File: src/rtl/axi_read_responder.sv
// AXI4 read-channel responder: queues AR requests in order, waits a
// programmable latency per burst, then returns INCR beats whose data is the
// beat address (or zero with SLVERR when the address falls outside bar..limit).
//
// state    | meaning
// ---------+---------------------------------------------------------------
// ST_IDLE  | no active burst; pops the FIFO head when one is queued
// ST_WAIT  | latency countdown for the active burst
// ST_BURST | presenting beats on R, one per accepted handshake
module axi_read_responder #(
    parameter int ADDR_BITS       = 64,
    parameter int BURST_LEN_WIDTH = 8,
    parameter int TID_WIDTH       = 8,
    parameter int DATA_WIDTH      = 64,
    parameter int LOG_FIFO_DEPTH  = 2,
    parameter int LATENCY_WIDTH   = 8
) (
    input  logic                        clk,
    input  logic                        resetN,
    input  logic                        s_ar_valid,
    output logic                        s_ar_ready,
    input  logic [ADDR_BITS-1:0]        s_ar_addr,
    input  logic [BURST_LEN_WIDTH-1:0]  s_ar_len,
    input  logic [TID_WIDTH-1:0]        s_ar_id,
    output logic                        s_r_valid,
    input  logic                        s_r_ready,
    output logic [TID_WIDTH-1:0]        s_r_id,
    output logic [DATA_WIDTH-1:0]       s_r_data,
    output logic [1:0]                  s_r_resp,
    output logic                        s_r_last,
    input  logic [ADDR_BITS-1:0]        bar,
    input  logic [ADDR_BITS-1:0]        limit,
    input  logic [LATENCY_WIDTH-1:0]    latency,
    output logic [LOG_FIFO_DEPTH+1:0]   outstandingCnt
);

    localparam int DEPTH      = 1 << LOG_FIFO_DEPTH;
    localparam int BEAT_SHIFT = $clog2(DATA_WIDTH / 8);

    typedef enum logic [1:0] {ST_IDLE, ST_WAIT, ST_BURST} state_t;

    state_t state, state_nxt;

    logic [ADDR_BITS-1:0]       fifo_addr [DEPTH];
    logic [BURST_LEN_WIDTH-1:0] fifo_len  [DEPTH];
    logic [TID_WIDTH-1:0]       fifo_id   [DEPTH];
    logic [LOG_FIFO_DEPTH-1:0]  wr_ptr, rd_ptr;
    logic [LOG_FIFO_DEPTH:0]    fifo_cnt;
    logic                       out_of_reset;
    logic                       fifo_full, fifo_empty, push, pop;

    logic [ADDR_BITS-1:0]       act_addr;
    logic [BURST_LEN_WIDTH-1:0] act_len;
    logic [TID_WIDTH-1:0]       act_id;
    logic [BURST_LEN_WIDTH-1:0] beat_cnt;
    logic [LATENCY_WIDTH-1:0]   wait_cnt;
    logic [ADDR_BITS-1:0]       beat_addr;
    logic                       beat_in_range;
    logic                       beat_is_last;

    // Ready comes only from registered state, so a same-cycle pop never
    // unblocks a push into a full FIFO.
    assign fifo_full  = (fifo_cnt == (LOG_FIFO_DEPTH+1)'(DEPTH));
    assign fifo_empty = (fifo_cnt == '0);
    assign s_ar_ready = out_of_reset & ~fifo_full;
    assign push       = s_ar_valid & s_ar_ready;

    assign beat_addr     = act_addr + (ADDR_BITS'(beat_cnt) << BEAT_SHIFT);
    assign beat_in_range = (beat_addr >= bar) && (beat_addr <= limit);
    assign beat_is_last  = (beat_cnt == act_len);
    assign s_r_id        = act_id;

    assign outstandingCnt = (LOG_FIFO_DEPTH+2)'(fifo_cnt)
                          + (LOG_FIFO_DEPTH+2)'(state != ST_IDLE);

    // State register.
    always_ff @(posedge clk) begin
        if (!resetN) state <= ST_IDLE;
        else         state <= state_nxt;
    end

    // Next-state decode and R-channel outputs, all derived from registered state.
    always_comb begin
        state_nxt = state;
        pop       = 1'b0;
        s_r_valid = 1'b0;
        s_r_last  = 1'b0;
        s_r_data  = '0;
        s_r_resp  = 2'b00;
        case (state)
            ST_IDLE: begin
                if (!fifo_empty) begin
                    pop       = 1'b1;
                    state_nxt = (latency != '0) ? ST_WAIT : ST_BURST;
                end
            end
            ST_WAIT: begin
                if (wait_cnt == LATENCY_WIDTH'(1)) state_nxt = ST_BURST;
            end
            ST_BURST: begin
                s_r_valid = 1'b1;
                s_r_last  = beat_is_last;
                if (beat_in_range) s_r_data = DATA_WIDTH'(beat_addr);
                else               s_r_resp = 2'b10;
                if (s_r_ready && beat_is_last) state_nxt = ST_IDLE;
            end
            default: state_nxt = ST_IDLE;
        endcase
    end

    // FIFO pointers and occupancy; out_of_reset holds ready low during reset.
    always_ff @(posedge clk) begin
        if (!resetN) begin
            wr_ptr       <= '0;
            rd_ptr       <= '0;
            fifo_cnt     <= '0;
            out_of_reset <= 1'b0;
        end else begin
            out_of_reset <= 1'b1;
            if (push) wr_ptr <= wr_ptr + 1'b1;
            if (pop)  rd_ptr <= rd_ptr + 1'b1;
            case ({push, pop})
                2'b10:   fifo_cnt <= fifo_cnt + 1'b1;
                2'b01:   fifo_cnt <= fifo_cnt - 1'b1;
                default: fifo_cnt <= fifo_cnt;
            endcase
        end
    end

    // FIFO storage; contents are don't-care until written.
    always_ff @(posedge clk) begin
        if (push) begin
            fifo_addr[wr_ptr] <= s_ar_addr;
            fifo_len[wr_ptr]  <= s_ar_len;
            fifo_id[wr_ptr]   <= s_ar_id;
        end
    end

    // Active burst registers: loaded at pop, latency countdown, beat advance.
    always_ff @(posedge clk) begin
        if (!resetN) begin
            act_addr <= '0;
            act_len  <= '0;
            act_id   <= '0;
            beat_cnt <= '0;
            wait_cnt <= '0;
        end else if (pop) begin
            act_addr <= fifo_addr[rd_ptr];
            act_len  <= fifo_len[rd_ptr];
            act_id   <= fifo_id[rd_ptr];
            beat_cnt <= '0;
            wait_cnt <= latency;
        end else if (state == ST_WAIT) begin
            wait_cnt <= wait_cnt - 1'b1;
        end else if (state == ST_BURST && s_r_ready) begin
            beat_cnt <= beat_cnt + 1'b1;
        end
    end

endmodule

File: config.mk
export PLATFORM = sky130hd
export DESIGN_NAME = axi_read_responder
export DESIGN_NICKNAME = d
export VERILOG_FILES = /design/src/rtl/axi_read_responder.sv
export SDC_FILE = /design/constraint.sdc
export NUM_CORES = 1
export LEC_CHECK = 0
export CAP_MARGIN = 20
export CORE_MARGIN = 2
export CORE_UTILIZATION = 50
export CTS_BUF_LIST = sky130_fd_sc_hd__clkbuf_16
export CTS_CLUSTER_SIZE = 16
export DETAILED_ROUTE_END_ITERATION = 6
export PLACE_DENSITY = 0.72
export SYNTH_ARGS = -nofsm -noshare
export SYNTH_HDL_FRONTEND = slang
export SYNTH_SLANG_ARGS = --single-unit
File: constraint.sdc
create_clock -name clk -period 8.1 [get_ports clk]
set_input_delay 2.025 -clock clk [delete_from_list [all_inputs] [get_ports clk]]
set_output_delay 2.025 -clock clk [all_outputs]
set_load 0.01 [all_outputs]
# After elaboration in Yosys (flattened, before gate mapping)
# Memory sizes are Yosys's and may differ from the RTL's. A register that Yosys moved wholly into a read port is not among the register bits.
# Cells that the tools add are included.
# totals
register_bits,26
ram_bits,320
latch_bits,0
memories,3
mem_bits_ro,0
out_inout_bits,81
input_bits,220
# memory_table
name,depth,word_bits,rd,rd_clocked_by_memory_dff,wr,line,source
fifo_addr,4,64,1,1,1,44,logic [ADDR_BITS-1:0] fifo_addr [DEPTH];
fifo_id,4,8,1,1,1,46,logic [TID_WIDTH-1:0] fifo_id [DEPTH];
fifo_len,4,8,1,1,1,45,logic [BURST_LEN_WIDTH-1:0] fifo_len [DEPTH];
# op_classes
reduce_logical,15
eq_ne,10
div_mod_pow,0
n_shift,0
mul,0
magnitude_cmp,2
bitwise_logic,5
mux,19
add_sub_neg,8
# op_table
op,n
64-bit two-way mux,2
64-bit by 11-bit adder with 64-bit output,1
64-bit >= comparator,1
64-bit <= comparator,1
8-bit two-way mux,2
2-bit two-way mux,6
"8-bit by 1-bit adder with 8-bit output, second input constant",1
"8-bit by 1-bit == test with 1-bit output, second input constant",1
8-bit == test,1
8-bit nonzero test,1
"8-bit by 1-bit subtractor with 8-bit output, second input constant",1
1-bit two-way mux,7
"2-bit != test, second input constant",3
2-bit one-hot mux with 3 select lines,1
3-bit one-hot mux with 2 select lines,1
2-bit nonzero test,3
"2-bit by 1-bit adder with 2-bit output, second input constant",2
3-bit by 1-bit adder with 4-bit output,1
"2-bit by 1-bit == test with 1-bit output, second input constant",2
"2-bit == test, second input constant",2
"3-bit by 1-bit adder with 3-bit output, second input constant",1
"3-bit == test, second input constant",1
1-bit logical AND,3
1-bit zero test,3
8 further kinds,11

# Logic depth before layout (Yosys ltp)
# depth
ltp_word,6
depth_mapped,20

# Least setup slack after synthesis
# No wires, ideal clock.
# synth_timing
path_type,reg2out
startpoint,reg act_addr[16] (read register of fifo_addr)
endpoint,out s_r_data[14]
path_buffers,2
required_time_ps,6075
arrival_time_ps,5093
slack_ps,982
stages_incl_launch_ff,17
cell_sequence,dfxtp_1 -> nand3_1 -> or4_4 -> or4_1 -> or3_4 -> buf_6 -> nor4_4 -> xnor2_1 -> ha_1 -> nand4_1 -> or2_2 -> or3_1 -> or3_1 -> a2111oi_1 -> o31ai_1 -> clkbuf_1 -> nor3b_1
# synth_via
elab_chain_cells,5
word_cells_on_any_way,6
cone_classes,add/sub (1); order compare (2); mux (2); reduce/logical (1)
# synth_rtl
element,line,source
"start, declared",52,logic [ADDR_BITS-1:0] act_addr;
64-bit by 11-bit adder with 64-bit output (*),68,assign beat_addr = act_addr + (ADDR_BITS'(beat_cnt) << BEAT_SHIFT);
64-bit >= comparator or 64-bit <= comparator (tied branches),69,assign beat_in_range = (beat_addr >= bar) && (beat_addr <= limit);
1-bit logical AND (*),69,
64-bit two-way mux (*),103,if (beat_in_range) s_r_data = DATA_WIDTH'(beat_addr);
64-bit two-way mux (*),90,case (state)
"end, declared",28,"output logic [DATA_WIDTH-1:0] s_r_data,"
# Mark *: on every way between the ends. The rest lies on a longest branch, timed or not.

# Worst setup path after layout
# layout_timing
startpoint,reg act_addr[18] (read register of fifo_addr)
endpoint,out s_r_resp[1]
# layout_via
elab_chain_cells,5
word_cells_on_any_way,6
cone_classes,add/sub (1); order compare (2); mux (2); reduce/logical (1)
# layout_rtl
element,line,source
64-bit by 11-bit adder with 64-bit output (*),68,
64-bit >= comparator or 64-bit <= comparator (tied branches),69,
1-bit logical AND (*),69,
2-bit two-way mux (*),103,
2-bit two-way mux (*),90,
"end, declared",29,"output logic [1:0] s_r_resp,"
# Marks and branches as above.

==> results.sh <==
export IMPL_grt_first_pass_wirelength_um=84860
export IMPL_worst_slew_pin_slew_ps=1120
export IMPL_placedInstanceArea_um2=24910
export IMPL_cts_hold_buffers=0
export IMPL_max_cap_violations=0
export IMPL_antenna_violating_nets_post_route=0
export IMPL_design_core_area_um2=41850
export IMPL_synth_net_count=2057
export IMPL_globalRouteOverflowTotal=0
export IMPL_synth_enable_flop_cells=320
export IMPL_largest_net_degree_at_the_start_of_global_routing=85
export IMPL_place_gp_congestion=0.9004
export IMPL_ctsRootBufferMaster="clkbuf_16"
export IMPL_firstDrtPassIters=5
export IMPL_drt_iter0_drc=1017
export IMPL_cpMaxStageDelayCell="clkdlybuf4s50_1"
export IMPL_mappedNetlistArea_um2=21120
export IMPL_post_dp_hpwl_um=39130
export IMPL_drive_above_1_share=0.1353
export IMPL_ir_worst_vdd_v=0.0003979
export IMPL_pwr_density_cell_nw_per_um2=264.2
export IMPL_static_leakage_power_nw=10.08
export IMPL_synthesis_area_per_instance_um2=12.50
export IMPL_clkSlewWorstSetupHoldPaths_ps=60
export IMPL_crit_path_frequent_cell="buf_4"
export IMPL_min_path_type="reg2reg"
export IMPL_finClkSkew_ps=17.97
export IMPL_grt_pass1_vias=14880
export IMPL_hold_violation_count_in_the_final_report=0
export IMPL_share_seq_of_total_power=0.413
export IMPL_timing_final_crit_period_ps=7974
export IMPL_synth_warnings=0
export IMPL_area_of_all_placed_cells_without_fillers_um2=26410
export IMPL_htree_num_levels=2
export IMPL_number_of_instances_in_the_synthesized_netlist=1689
export IMPL_globalRouteTotalUtil=0.2543
export IMPL_type_of_element_capturing_the_critical_path="output pin"
export IMPL_clk_latency_ps=580
export IMPL_route_detailed_drc=0
export IMPL_yosys_register_bits=426
export IMPL_route_detailed_wl_per_inst_um=21.19
export IMPL_cts_path_max_buffers=3
export IMPL_fin_hold_ws_ps=463.1
export IMPL_share_clk_of_total_power=0.267
export IMPL_comb_power_share=0.320
export IMPL_slew_headroom=0.2534
export IMPL_antenna_found_initial=10
export IMPL_sw_frac_of_total=0.3323
export IMPL_ws_path_type="reg2out"
export IMPL_rsz_0062_raised_after_global_routing="true"
export IMPL_via_count=14540
export IMPL_power_switching_mw=2.318
export IMPL_worst_endpoint_required_ps=6080
export IMPL_yosysSeqAreaShare=0.5555
export IMPL_fp_dieH_um=209.5
export IMPL_tritoncts="yes"
export IMPL_post_route_period_util=0.9844
export IMPL_p_int_mw=4.658
export IMPL_final_cell_count_no_fill=2603
export IMPL_number_of_port_buffers=299
export IMPL_area_growth_synth_to_final_pct=25.02
export IMPL_asyncSetResetFlopFracSynth=0
export IMPL_die_area_um2=43900
export IMPL_maxSlewViolCount=0
export IMPL_effective_utilization_at_floorplan=0.5046
export IMPL_io_pins=301
export IMPL_chipWidth_um=209.5
export IMPL_finalSetupViolations=0
export IMPL_path_cells="nand3_2, or4_4, or4_4, a211o_2, nor3b_1, xor2_1, buf_4, ha_1, nand4_1, nor4_2, buf_4, nand4_1, buf_4, a31oi_4, nor3_1, a21oi_4, buf_4, o21a_1, clkdlybuf4s50_1"
export IMPL_dominantRegCellSynth="edfxtp_1"
export IMPL_core_rows=75
export IMPL_result_of_the_run="complete, no violations"
export IMPL_yosysUniqueCellTypes=59
export IMPL_totalWireLength_um=55160
export IMPL_drt_vias_per_instance=5.587
export IMPL_arrival_ps=5950
export IMPL_dpl_cell_count=2505
export IMPL_clock_fmax_mhz=125.4
export IMPL_timing_critical_path_from_type="flip-flop"
export IMPL_cts_buffers=44
export IMPL_timing_critical_path_slowest_cell_delay_ps=580
export IMPL_layout_nets=2388
export IMPL_clock_sink_count=426
export IMPL_crit_path_max_fanout=5
export IMPL_utilization=0.6309
## metrics by stage
stage	TNS, ps	worst slack (ps)	total power, mW
3_5_place_dp	-2414	-111.6	5.110
3_3_place_gp	0	137.2	5.059
4_1_cts	0	1.970	7.015
6_report	0	126.3	6.976
5_1_grt	-115.4	-53.73	7.389
2_1_floorplan	0	981.6	4.272
## per-layer routing
| metal | share of wire | track usage | wire, µm |
|---|---|---|---|
| met5 | 0.00049 | 0 | 27 |
| met4 | 0.026 | 0.1012 | 1440 |
| met3 | 0.064 | 0.04414 | 3526 |
| met2 | 0.49 | 0.4264 | 26880 |
| met1 | 0.42 | 0.3313 | 23290 |
## power by group through the flow
stage | logic [mW] | clock network [mW] | registers [mW]
finish | 2.23 | 1.86 | 2.88
detailed placement | 2.18 | 0 | 2.93
global placement | 2.15 | 0 | 2.91
CTS | 2.23 | 1.90 | 2.88
global route | 2.49 | 1.98 | 2.92
floorplan | 1.45 | 0 | 2.82
## synthesized netlist by cell type (6+ instances only)
cell,instances,area (µm²)
nor3_2,8,80.08
nand2b_1,11,68.82
nor3b_2,6,75.07
ha_1,146,1827
clkbuf_1,50,187.7
a21boi_0,87,653.1
edfxtp_1,320,9609
nand2_1,221,829.6
nand4_1,40,250.2
nand3_1,28,140.1
or3_1,7,43.79
nor2_1,45,168.9
a221oi_1,6,52.55
a21oi_1,52,260.3
nor3_1,25,125.1
xnor2_1,45,394.1
a21o_1,18,135.1
inv_1,157,589.3
xor2_1,33,289.0
and3_1,13,81.33
and2_1,10,62.56
nor4_1,7,43.79
dfxtp_1,106,2122
buf_1,11,41.29
o21ai_0,22,110.1
nor3b_1,60,450.4
nor2b_1,10,62.56
mux4_2,80,1802
## sequential cells by signal, summed over array words and instances (netlist names)
| register | cells |
|---|---|
| rd_ptr | 2 |
| act_addr | 64 |
| s_r_id | 8 |
| fifo_cnt | 3 |
| fifo_len | 32 |
| act_len | 8 |
| fifo_addr | 256 |
| state | 2 |
| fifo_id | 32 |
| wr_ptr | 2 |
| beat_cnt | 8 |
| out_of_reset | 1 |
| wait_cnt | 8 |
## cells in the final DEF, fill, tap and decap left out, types with 21 or more instances in the layout
cell / Yosys / routed
edfxtp_1: 320 / 320
clkdlybuf4s50_1: 0 / 234
nand2_1: 221 / 221
inv_1: 157 / 171
ha_1: 146 / 145
dfxtp_1: 106 / 102
a21boi_0: 87 / 87
mux4_2: 80 / 80
a21oi_1: 52 / 51
buf_4: 1 / 47
nor2_1: 45 / 45
clkbuf_16: 0 / 45
nor3b_1: 60 / 44
xnor2_1: 45 / 43
nand4_1: 40 / 40
xor2_1: 33 / 32
nand3_1: 28 / 27
nor3_1: 25 / 24
dlygate4sd2_1: 0 / 23
nor3b_2: 6 / 22
o21ai_0: 22 / 21
clkbuf_2: 0 / 21
## layout make-up
| cell class | count | area [µm²] |
|---|---|---|
| flip-flops and latches | 426 | 11740 |
| well taps | 539 | 674.4 |
| clock inverters | 36 | 196.4 |
| repair buffers | 350 | 3274 |
| diodes | 9 | 22.52 |
| clock buffers | 45 | 1126 |
| inverters | 157 | 590.6 |
| multi-input cells | 1041 | 8780 |
| fillers | 3264 | 15450 |
## timing repair
item                       in CTS  in global routing
setup endpoints to repair      65                 65
gates resized for setup        76                103
buffers inserted                7                  1
pin swaps                       5                  2
## cell families (layout without fill, tap and decap cells)
family | Yosys count | count (layout) | synth area share
other | 1 | 10 | 0.0001776
buffers and inverters | 222 | 588 | 0.04040
AO/OA/AOI/OAI | 227 | 227 | 0.07370
XOR/XNOR | 78 | 78 | 0.03235
flip-flops | 426 | 426 | 0.5555
adder cells (fa/ha/maj) | 148 | 148 | 0.08839
AND/OR/NAND/NOR | 507 | 507 | 0.1242
multiplexers | 80 | 80 | 0.08531
## worst max-delay path: cells and delay by family, from the launching register on
kind | cells | cell delay, ps
simple gates | 8 | 2330
buf+inv | 5 | 1260
xor+xnor | 1 | 150
flops | 1 | 390
compound gates | 4 | 950
fa+ha+maj | 1 | 310
## final timing paths
path,start,to,depth (start not counted),slack (ps)
worst min register to register,s_r_id[0],s_r_id[0],2,460
worst max register to register,fifo_cnt[0],fifo_addr[1][34],4,5190
worst min-delay path,s_r_id[0],s_r_id[0],2,460
worst max-delay path,act_addr[18],s_r_resp[1],19,130
(Power assumes the default switching activity.)
